<file path="config.mk">
export PLATFORM = sky130hd
export DESIGN_NAME = legv8_multicycle_ctrl
export DESIGN_NICKNAME = d
export VERILOG_FILES = /design/src/rtl/legv8_multicycle_ctrl.sv
export SDC_FILE = /design/constraint.sdc
export NUM_CORES = 1
export LEC_CHECK = 0
export CAP_MARGIN = 15
export CORE_ASPECT_RATIO = 1.4
export CORE_MARGIN = 2
export CORE_UTILIZATION = 47
export CTS_CLUSTER_DIAMETER = 30
export DETAILED_ROUTE_END_ITERATION = 10
export PLACE_DENSITY = 0.88
export RECOVER_POWER = 50
export SETUP_SLACK_MARGIN = 0.4
export SYNTH_ARGS = -nofsm -noshare
export SYNTH_HDL_FRONTEND = slang
export SYNTH_SLANG_ARGS = --single-unit
</file>
<file path="constraint.sdc">
create_clock -name i_clk -period 3.03 [get_ports i_clk]
set_input_delay 0.7575 -clock i_clk [delete_from_list [all_inputs] [get_ports i_clk]]
set_output_delay 0.7575 -clock i_clk [all_outputs]
set_load 0.02 [all_outputs]
</file>
<file path="src/rtl/legv8_multicycle_ctrl.sv">
// Multicycle LEGv8 control FSM: decodes IR[31:21], sequences FETCH..WB, counts retirements.
// Optional MULTICYCLE_MEM_WAIT_EN holds the MEM state until i_mem_ready is high.
module legv8_multicycle_ctrl #(
  parameter int unsigned CNT_W = 32
) (
  input  logic             i_clk,
  input  logic             i_reset,
  input  logic [10:0]      i_opcode,
  input  logic             i_zero,
  input  logic             i_mem_ready,
  output logic [1:0]       o_sign_op,
  output logic [3:0]       o_alu_op,
  output logic             o_reg2loc,
  output logic             o_alu_src,
  output logic             o_mem_to_reg,
  output logic             o_reg_write,
  output logic             o_mem_read,
  output logic             o_mem_write,
  output logic             o_ir_write,
  output logic             o_pc_write,
  output logic             o_pc_src,
  output logic             o_illegal,
  output logic [CNT_W-1:0] o_instr_count
);

  typedef enum logic [2:0] {StFetch, StDecode, StExec, StMem, StWb, StHalt} state_e;
  typedef enum logic [3:0] {
    ClsLdur, ClsStur, ClsAdd, ClsSub, ClsAnd, ClsOrr, ClsAddi, ClsSubi, ClsCbz, ClsB, ClsIllegal
  } cls_e;

  state_e           r_state;
  state_e           w_state_next;
  cls_e             w_cls;
  logic             r_illegal;
  logic [CNT_W-1:0] r_count;
  logic             w_mem_done;
  logic             w_retire;

`ifdef MULTICYCLE_MEM_WAIT_EN
  assign w_mem_done = i_mem_ready;
`else
  logic w_unused_mem_ready;
  assign w_unused_mem_ready = i_mem_ready;
  assign w_mem_done         = 1'b1;
`endif

  always_comb begin
    w_cls = ClsIllegal;
    casez (i_opcode)
      11'b11111000010: w_cls = ClsLdur;
      11'b11111000000: w_cls = ClsStur;
      11'b10001011000: w_cls = ClsAdd;
      11'b11001011000: w_cls = ClsSub;
      11'b10001010000: w_cls = ClsAnd;
      11'b10101010000: w_cls = ClsOrr;
      11'b1001000100?: w_cls = ClsAddi;
      11'b1101000100?: w_cls = ClsSubi;
      11'b10110100???: w_cls = ClsCbz;
      11'b000101?????: w_cls = ClsB;
      default:         w_cls = ClsIllegal;
    endcase
  end

  always_ff @(posedge i_clk) begin
    if (i_reset) begin
      r_state <= StFetch;
    end else begin
      r_state <= w_state_next;
    end
  end

  always_comb begin
    w_state_next = r_state;
    case (r_state)
      StFetch:  w_state_next = StDecode;
      StDecode: w_state_next = (w_cls == ClsIllegal) ? StHalt : StExec;
      StExec: begin
        if (w_cls == ClsCbz || w_cls == ClsB) begin
          w_state_next = StFetch;
        end else if (w_cls == ClsLdur || w_cls == ClsStur) begin
          w_state_next = StMem;
        end else begin
          w_state_next = StWb;
        end
      end
      StMem: begin
        if (w_mem_done) begin
          w_state_next = (w_cls == ClsLdur) ? StWb : StFetch;
        end
      end
      StWb:    w_state_next = StFetch;
      StHalt:  w_state_next = StHalt;
      default: w_state_next = StFetch;
    endcase
  end

  always_comb begin
    o_sign_op    = 2'b00;
    o_alu_op     = 4'b0000;
    o_reg2loc    = 1'b0;
    o_alu_src    = 1'b0;
    o_mem_to_reg = 1'b0;
    o_reg_write  = 1'b0;
    o_mem_read   = 1'b0;
    o_mem_write  = 1'b0;
    o_ir_write   = 1'b0;
    o_pc_write   = 1'b0;
    o_pc_src     = 1'b0;
    w_retire     = 1'b0;
    if (!i_reset) begin
      case (r_state)
        StFetch: o_ir_write = 1'b1;
        StDecode: begin
          o_reg2loc = (w_cls == ClsStur) || (w_cls == ClsCbz);
          case (w_cls)
            ClsLdur, ClsStur: o_sign_op = 2'b00;
            ClsCbz:           o_sign_op = 2'b01;
            ClsB:             o_sign_op = 2'b10;
            ClsAddi, ClsSubi: o_sign_op = 2'b11;
            default:          o_sign_op = 2'b00;
          endcase
        end
        StExec: begin
          o_alu_src = (w_cls == ClsLdur) || (w_cls == ClsStur) ||
                      (w_cls == ClsAddi) || (w_cls == ClsSubi);
          case (w_cls)
            ClsAdd, ClsAddi, ClsLdur, ClsStur: o_alu_op = 4'b0010;
            ClsSub, ClsSubi:                   o_alu_op = 4'b0110;
            ClsOrr:                            o_alu_op = 4'b0001;
            ClsCbz:                            o_alu_op = 4'b0111;
            default:                           o_alu_op = 4'b0000;
          endcase
          if (w_cls == ClsCbz || w_cls == ClsB) begin
            o_pc_write = 1'b1;
            o_pc_src   = (w_cls == ClsB) ? 1'b1 : i_zero;
            w_retire   = 1'b1;
          end
        end
        StMem: begin
          o_mem_read  = (w_cls == ClsLdur);
          o_mem_write = (w_cls == ClsStur);
          // A store retires from MEM, but only once memory has accepted it.
          if (w_cls == ClsStur && w_mem_done) begin
            o_pc_write = 1'b1;
            w_retire   = 1'b1;
          end
        end
        StWb: begin
          o_reg_write  = 1'b1;
          o_mem_to_reg = (w_cls == ClsLdur);
          o_pc_write   = 1'b1;
          w_retire     = 1'b1;
        end
        default: ;
      endcase
    end
  end

  always_ff @(posedge i_clk) begin
    if (i_reset) begin
      r_illegal <= 1'b0;
      r_count   <= '0;
    end else begin
      if (r_state == StDecode && w_cls == ClsIllegal) begin
        r_illegal <= 1'b1;
      end
      if (w_retire) begin
        r_count <= r_count + 1'b1;
      end
    end
  end

  assign o_illegal     = r_illegal;
  assign o_instr_count = r_count;

endmodule

</file>
==> tab_implementation.tex, run 1 <==
\begin{tabular}{lr}
\hline
Metric & Value \\
\hline
\multicolumn{2}{l}{\textbf{Global routing}} \\
Global routing met1 resource utilization & a little under a third \\
Wire length of the first global-routing pass & 12,100 um \\
Met3 Track Usage GR & 6.07\% \\
Total overflow reported by the global router & 0 \\
Aggregate global-route resource usage & a little over 30\% \\
Global route hottest layer & met2 \\
Number of antenna violations at the first check in global routing & 0 \\
Largest net degree at the start of global routing & 26 \\
Met2 layer usage reported by global route & 55.9\% \\
Via count of the first global-routing pass & approximately 2,700 \\
\multicolumn{2}{l}{\textbf{Power and ir drop}} \\
Total internal power & between 0.0007 and 0.0008 W \\
Post-route total power & 0.000995 W \\
Worst IR drop on VDD & 0.000190 V \\
Switching power & about 0.00027 W \\
Proportion of power drawn by the clock network & 37.6\% \\
Static Leakage & 1.48 nW \\
Areal power density over the cells & around 270 nW/um\^{}2 \\
Switching Share & between 20 and 30\% \\
Share of total power in combinational logic & 13.8\% \\
Fraction of power consumed by sequential logic & 48.6\% \\
\multicolumn{2}{l}{\textbf{Routing}} \\
Count of unresolved DRC violations after routing & 0 \\
Number of violations reported at the end of detailed-routing iteration 0 & 283 \\
Total via count after detailed routing & around 2,800 \\
Wire length per cell & 21.2 um \\
Number of iterations in the first detailed-routing pass & 5 \\
Antenna-violating nets left & 0 \\
Wirelength, routed & 9410 um \\
Via count normalized by instance count & 6.26 \\
\multicolumn{2}{l}{\textbf{Synthesis}} \\
Share of the yosys chip area belonging to registers & 34.5\% \\
Area share of the leading cell type in the synthesized netlist & 34.5\% \\
Synth Warn \# & 0 \\
Flops \& latches, synth & 36 \\
Yosys cell types & 43 \\
Netlist area before placement & approximately 2100 um\^{}2 \\
Biggest area contributors in the synthesized netlist & dfxtp\_1, a21oi\_1, xor2\_1 \\
Cells after synthesis & between 200 and 300 \\
Post-Synthesis Net Count & approximately 280 \\
Mean Syn Cell Area & 7.98 um\^{}2 \\
Cell taking the most area after synthesis & dfxtp\_1 \\
\multicolumn{2}{l}{\textbf{Placement}} \\
Post-DP HPWL & $\sim$4700 um \\
Number of port buffers & 60 \\
Final GP Congestion & $\sim$0.85 \\
\multicolumn{2}{l}{\textbf{Hold path}} \\
End of the worst hold path & o\_illegal\$\_SDFFE\_PP0P\_ \\
Hold Crit Class & flop to flop \\
Startpoint of the worst hold path & o\_illegal\$\_SDFFE\_PP0P\_ \\
Cell count of the worst hold path & 2 \\
\multicolumn{2}{l}{\textbf{Floorplan}} \\
Initial standard-cell utilization of the core & 49.3\% \\
Core region area & approximately 4200 um\^{}2 \\
Number of core rows & 28 \\
Y dimension of the die & 82.9 um \\
DIE AREA & between 5000 and 6000 um\^{}2 \\
Ports & 63 \\
Horiz. Die Dim & 60.4 um \\
\multicolumn{2}{l}{\textbf{Clock tree}} \\
Source-to-sink clock delay at the later pin of the worst-skew pair & 300 ps \\
Number of sinks on the clock net & 36 \\
Inserted Clock Buffers & 5 \\
H-tree levels & 2 \\
Cell at the root of the clock tree & clkbuf\_8 \\
Post-CTS Hold Fix Bufs & 0 \\
TritonCTS clock tree & done \\
CTS clk-pin slew, worst paths & 70 ps \\
Maximum buffer depth of the clock tree & 2 \\
\multicolumn{2}{l}{\textbf{Critical path}} \\
Category of the critical setup timing path & input pin to output pin \\
Data arrival time of the critical path & 2220 ps \\
FF-to-FF setup slack & 520 ps \\
FF-to-FF Start & r\_state[1]\$\_SDFF\_PP0\_ \\
Crit. End Element & output pin \\
Crit Path Max Fanout & 2 \\
Cells along the critical path & buf\_8 > nor4b\_4 > a21oi\_2 > o21a\_1 > buf\_4 > buf\_6 > a2bb2oi\_2 > nor3\_2 > buf\_4 \\
Cells on worst reg2reg path & 8 \\
Dominant cell type by count on the critical path & buf\_4 \\
Required time of the critical path & around 2300 ps \\
CP peak stage delay & 310 ps \\
End of the worst register-to-register path & o\_instr\_count[26]\$\_SDFFE\_PP0P\_ \\
Startpoint type of the worst setup path & input pin \\
Critical Path Slowest Stage Cell & nor4b\_4 \\
\multicolumn{2}{l}{\textbf{STA}} \\
Hold violation total from the final report & 0 \\
Worst slack on hold paths & around 490 ps \\
Highest Clock Rate & around 340 MHz \\
Count of endpoints failing setup in the final report & 0 \\
Min Tclk post-route & 2980 ps \\
Sum Neg Setup Slack & 0 ps \\
Number of max-slew violations in the final report & 0 \\
Unrepaired setup endpoints after global routing & true \\
Part of the cycle the worst path needs & 98.2\% \\
Fin Clk Skew & 13.1 ps \\
\multicolumn{2}{l}{\textbf{Cells and area}} \\
Most used cells in the layout excluding fill and tap cells & buf\_4, dfxtp\_1, buf\_6 \\
Layout cell share with drive strength beyond 1 & roughly 44\% \\
Number of fill cells & 196 \\
Antenna cells & 0 \\
Area occupied by registers & 721 um\^{}2 \\
Net count of the finished layout & roughly 400 \\
Multi-input gate area & 1630 um\^{}2 \\
Most common library cell in the layout ignoring fill and taps & buf\_4 \\
Area overhead of the layout relative to synthesis & 78.6\% \\
\multicolumn{2}{l}{\textbf{Run}} \\
Max-capacitance violation count & 0 \\
\multicolumn{2}{l}{\textbf{Run status}} \\
Run status & finished clean \\
\hline
\end{tabular}
[stage by stage]
| stage | area (um^2) | worst slack [ps] | util, % | instances |
|---|---|---|---|---|
| after floorplan | 2150 | 162 | - | 262 |
| after global placement | 3010 | -874 | 70.9 | 403 |
| after detailed placement | 3010 | -934 | 70.9 | 403 |
| after CTS | 3470 | 38.8 | 81.8 | 438 |
| after global routing | 3730 | -1.72 | 88.1 | 443 |
| final | 3730 | 54.2 | 88.1 | 443 |
[synthesized netlist by cell type (all sizes together)]
cell type,n
and4,3
buf,8
o2111ai,5
or3b,1
nor2,25
o21ai,20
or3,15
nor3,8
and3b,1
conb,1
or4,4
ha,1
nor4bb,1
nand4,7
nor4,3
a21boi,1
o21a,1
and3,6
a31oi,1
inv,6
a2bb2oi,2
nand2,19
nor3b,4
nor4b,1
o211ai,7
o31ai,4
xor2,11
a21oi,29
nor2b,4
clkbuf,8
nand3,11
dfxtp,36
a32oi,1
o221a,1
mux2,1
and2,5
[cells by family (layout without fill, tap and decap cells)]
kind of cell    Yosys count  after routing  share of synthesized area (%)
flops                    36             36                           34.5
buf+inv                  22            143                           4.97
other cells               1              1                          0.179
xor+xnor                 11             11                           4.61
compound gates           72             72                           22.1
fa+ha+maj                 1              1                          0.598
mux                       1              1                          0.539
simple gates            118            118                           32.5
[area by class of cell]
type	instances	share of cell area [%]
inverter	6	0.603
tap	60	2.01
sequential	36	19.3
timing repair buffer	129	32.0
clock buffer	8	2.41
multi-input combinational	204	43.7
[worst max path at each step]
stage | startpoint | endpoint | depth (start not counted)
2_1_floorplan | i_opcode[9] | o_mem_read | 6
6_report | i_opcode[2] | o_alu_op[1] | 9
3_5_place_dp | i_opcode[6] | o_mem_read | 9
5_1_grt | i_opcode[6] | o_alu_op[1] | 9
4_1_cts | i_opcode[2] | o_mem_to_reg | 7
3_3_place_gp | i_opcode[6] | o_mem_read | 9
[what timing repair did]
item,in CTS,in global routing
endpoints found under the setup margin,36,36
resized for setup,172,59
pin swaps,40,44
hold endpoints to repair,0,0
buffers inserted,27,5
[metal layers]
| layer | routed length [um] | share of wire (%) |
|---|---|---|
| met3 | 578 | 6.1 |
| met5 | 0 | 0 |
| met4 | 669 | 7.1 |
| met1 | 3060 | 32 |
| met2 | 5110 | 54 |
[power by group through the flow]
stage | Clock (W) | Sequential, W | Combinational [W]
finish | 0.000374 | 0.000484 | 0.000137
global route | 0.000386 | 0.000484 | 0.000142
CTS | 0.000354 | 0.000483 | 0.000120
detailed placement | 0 | 0.000493 | 0.000103
global placement | 0 | 0.000493 | 0.000100
floorplan | 0 | 0.000494 | 0.0000490
[flip-flops by register name, summed over array words and instances (netlist names)]
register and count:
o_instr_count 32, o_illegal 1, r_state 3
[worst max-delay path: cells and delay by family]
family / cells / cell delay [ps]
buffers and inverters: 4 / 520
AOI/OAI and AO/OA: 3 / 450
and+or+nand+nor: 2 / 500
No activity file was read; power rests on OpenSTA's default activity.
==> run 2, diff against run 1 <==
CORE_UTILIZATION = 51   (was 47)
PLACE_DENSITY = 0.94   (was 0.88)
REMOVE_ABC_BUFFERS = 1   (was not set)
clock period = 3.6 ns   (was 3.03 ns; I/O delays follow)
==> run 2 against run 1 <==
Compared with the run above:
- sequential share of layout area grew 3.7 points
- final cell count shrank 11%
- count of clock-buffer cells in the layout down 2
- setup slack better by 120 ps
- total power shrank 13%
- non-clock buffer count decreased by 32
- register-to-register slack improved by 740 ps
- worst hold slack lost 18 ps
- combinational power is 26% lower
- sequential power is 16% lower
- critical endpoint is now o_pc_write
- highest routed layer unchanged
==> tab_implementation.tex, run 2 (same netlist as run 1, synthesis figures left out) <==
\begin{tabular}{lr}
\hline
Metric & Value \\
\hline
\multicolumn{2}{l}{\textbf{Clock tree}} \\
H-tree levels & 2 (unchanged) \\
Maximum buffer depth of the clock tree & 2 (unchanged) \\
Source-to-sink clock delay at the later pin of the worst-skew pair & 290 ps (about the same) \\
CTS clk-pin slew, worst paths & 70 ps (about the same) \\
Inserted Clock Buffers & 5 (unchanged) \\
Number of sinks on the clock net & 36 (unchanged) \\
Cell at the root of the clock tree & clkbuf\_8 \\
TritonCTS clock tree & done \\
\multicolumn{2}{l}{\textbf{Routing}} \\
Number of iterations in the first detailed-routing pass & 4 (-1) \\
Wirelength, routed & 7400 um (-21\%) \\
Wire length per cell & 18.8 um (-12\%) \\
Antenna-violating nets left & 0 (unchanged) \\
Total via count after detailed routing & 2,523 (-9.0\%) \\
Number of violations reported at the end of detailed-routing iteration 0 & 152 (-46\%) \\
Count of unresolved DRC violations after routing & 0 (unchanged) \\
Via count normalized by instance count & 6.40 (+2.3\%) \\
\multicolumn{2}{l}{\textbf{Placement}} \\
Place WS & -661 ps (+274 ps) \\
Post-DP HPWL & 4450 um (-6.0\%) \\
Final GP Congestion & 0.867 (+2.0\%) \\
Number of port buffers & 60 (unchanged) \\
\multicolumn{2}{l}{\textbf{Floorplan}} \\
Ports & 63 (unchanged) \\
Number of core rows & 27 (-3.6\%) \\
Initial standard-cell utilization of the core & 53.4\% (+4.0 points) \\
DIE AREA & 4640 um\^{}2 (-7.4\%) \\
Y dimension of the die & 79.8 um (-3.8\%) \\
Core region area & 3920 um\^{}2 (-7.6\%) \\
Horiz. Die Dim & 58.1 um (-3.7\%) \\
\multicolumn{2}{l}{\textbf{Cells and area}} \\
Antenna cells & 0 (unchanged) \\
Layout cell share with drive strength beyond 1 & 28.2\% (-16 points) \\
End-of-flow core utilization & 80.0\% (-8.1 points) \\
Largest register FFs & 32 (unchanged) \\
Area overhead of the layout relative to synthesis & 50.0\% \\
Most used cells in the layout excluding fill and tap cells & buf\_4, dfxtp\_1, dlygate4sd3\_1 \\
Net count of the finished layout & 366 (-8.0\%) \\
Most common library cell in the layout ignoring fill and taps & buf\_4 \\
\multicolumn{2}{l}{\textbf{Critical path}} \\
Data arrival time of the critical path & 2520 ps (+300 ps) \\
Crit Path Max Fanout & 3 (+1) \\
Required time of the critical path & 2700 ps (+430 ps) \\
Startpoint type of the worst setup path & input pin \\
Crit. End Element & output pin \\
Category of the critical setup timing path & input pin to output pin \\
\multicolumn{2}{l}{\textbf{STA}} \\
Min Tclk post-route & 3420 ps \\
Fin Clk Skew & 4.82 ps (-8.29 ps) \\
Part of the cycle the worst path needs & 95.0\% \\
Number of max-slew violations in the final report & 0 (unchanged) \\
Count of endpoints failing setup in the final report & 0 (unchanged) \\
Highest Clock Rate & 292 MHz \\
Hold violation total from the final report & 0 (unchanged) \\
Unrepaired setup endpoints after global routing & true \\
Minimum setup slack in the final design & 179 ps (+125 ps) \\
Transition at the pin with the smallest max-transition slack & $\sim$570 ps \\
Normalized max-slew margin & 61.9\% \\
\multicolumn{2}{l}{\textbf{Global routing}} \\
Number of antenna violations at the first check in global routing & 0 (unchanged) \\
Via count of the first global-routing pass & 2,347 (-13\%) \\
Wire length of the first global-routing pass & 10,900 um (-10\%) \\
Largest net degree at the start of global routing & 27 (+3.8\%) \\
Aggregate global-route resource usage & 30.6\% (-0.33 points) \\
Total overflow reported by the global router & 0 (unchanged) \\
\multicolumn{2}{l}{\textbf{Power and ir drop}} \\
Switching power & 0.000210 W (-22\%) \\
Fraction of power consumed by sequential logic & 47.2\% (-1.4 points) \\
Areal power density over the cells & 275 nW/um\^{}2 (+3.2\%) \\
Worst IR drop on VDD & 0.000311 V (+64\%) \\
Share of total power in combinational logic & 11.7\% (-2.1 points) \\
Static Leakage & 1.26 nW (-15\%) \\
Total internal power & 0.000652 W (-10\%) \\
Switching Share & 24.3\% (-2.7 points) \\
Proportion of power drawn by the clock network & 41.1\% (+3.5 points) \\
\multicolumn{2}{l}{\textbf{Run status}} \\
Run status & finished clean \\
\multicolumn{2}{l}{\textbf{Hold path}} \\
Hold Crit Class & flop to flop \\
\multicolumn{2}{l}{\textbf{Run}} \\
Max-capacitance violation count & 0 (unchanged) \\
\hline
\end{tabular}
## run 2: path summary, 6_finish.rpt
| path | start | to | slack, ps | cells past startpoint |
|---|---|---|---|---|
| worst max-delay path | i_opcode[0] | o_pc_write | 180 | 9 |
| worst min-delay path | o_illegal$_SDFFE_PP0P_ | o_illegal$_SDFFE_PP0P_ | 470 | 2 |
| worst max register to register | r_state[2]$_SDFF_PP0_ | o_instr_count[26]$_SDFFE_PP0P_ | 1260 | 7 |
| worst min register to register | o_illegal$_SDFFE_PP0P_ | o_illegal$_SDFFE_PP0P_ | 470 | 2 |
## run 2: what timing repair did
action	CTS	global route
gates resized for setup	110	28
hold buffers	0	0
pin swaps	19	15
endpoints found under the hold margin	0	0
endpoints found under the setup margin	14	12
buffers inserted	6	5
## run 2: stage by stage
| stage | instance area, um^2 | std cells | setup TNS, ps | hold slack [ps] | power, W |
|---|---|---|---|---|---|
| finish | 3140 | 394 | 0 | 471 | 0.000861 |
| global route | 3140 | 394 | 0 | 501 | 0.000883 |
| CTS | 3090 | 389 | 0 | 487 | 0.000853 |
| detailed placement | 2860 | 375 | -4670 | 471 | 0.000497 |
| global placement | 2860 | 375 | -4030 | 461 | 0.000495 |
| floorplan | 2010 | 246 | 0 | 520 | 0.000445 |
## run 2: power by group through the flow
stage | Combinational (W) | Clock, W | Sequential, W
after global routing | 0.000106 | 0.000370 | 0.000407
final | 0.000101 | 0.000354 | 0.000406
after global placement | 0.0000793 | 0 | 0.000415
after detailed placement | 0.0000817 | 0 | 0.000415
after floorplan | 0.0000277 | 0 | 0.000417
after CTS | 0.0000901 | 0.000357 | 0.000406
## run 2: routing by layer
metal | up-vias | global-route usage (%) | routed length, um
met5 | - | 0 | 0
met4 | 0 | 21.2 | 512
met3 | 44 | 4.86 | 461
met2 | 148 | 56.4 | 3930
met1 | 1184 | 30.3 | 2490
li1 | 1147 | - | -
## run 2: final cells by class
cell class              instances  area (um^2)
clock buffers                   6         72.6
clock inverters                 2         35.0
fillers                       253          783
inverters                       6         22.5
multi-input cells             204         1410
flip-flops and latches         36          721
well taps                      43         53.8
repair buffers                 97          825
## run 2: worst max-delay path, stage by stage
cell	delay [ps]
buf_8	110
nor4b_4	330
buf_4	170
buf_4	110
nand4_1	90
o21ai_0	330
nor2_2	120
nor2_1	150
buf_2	200
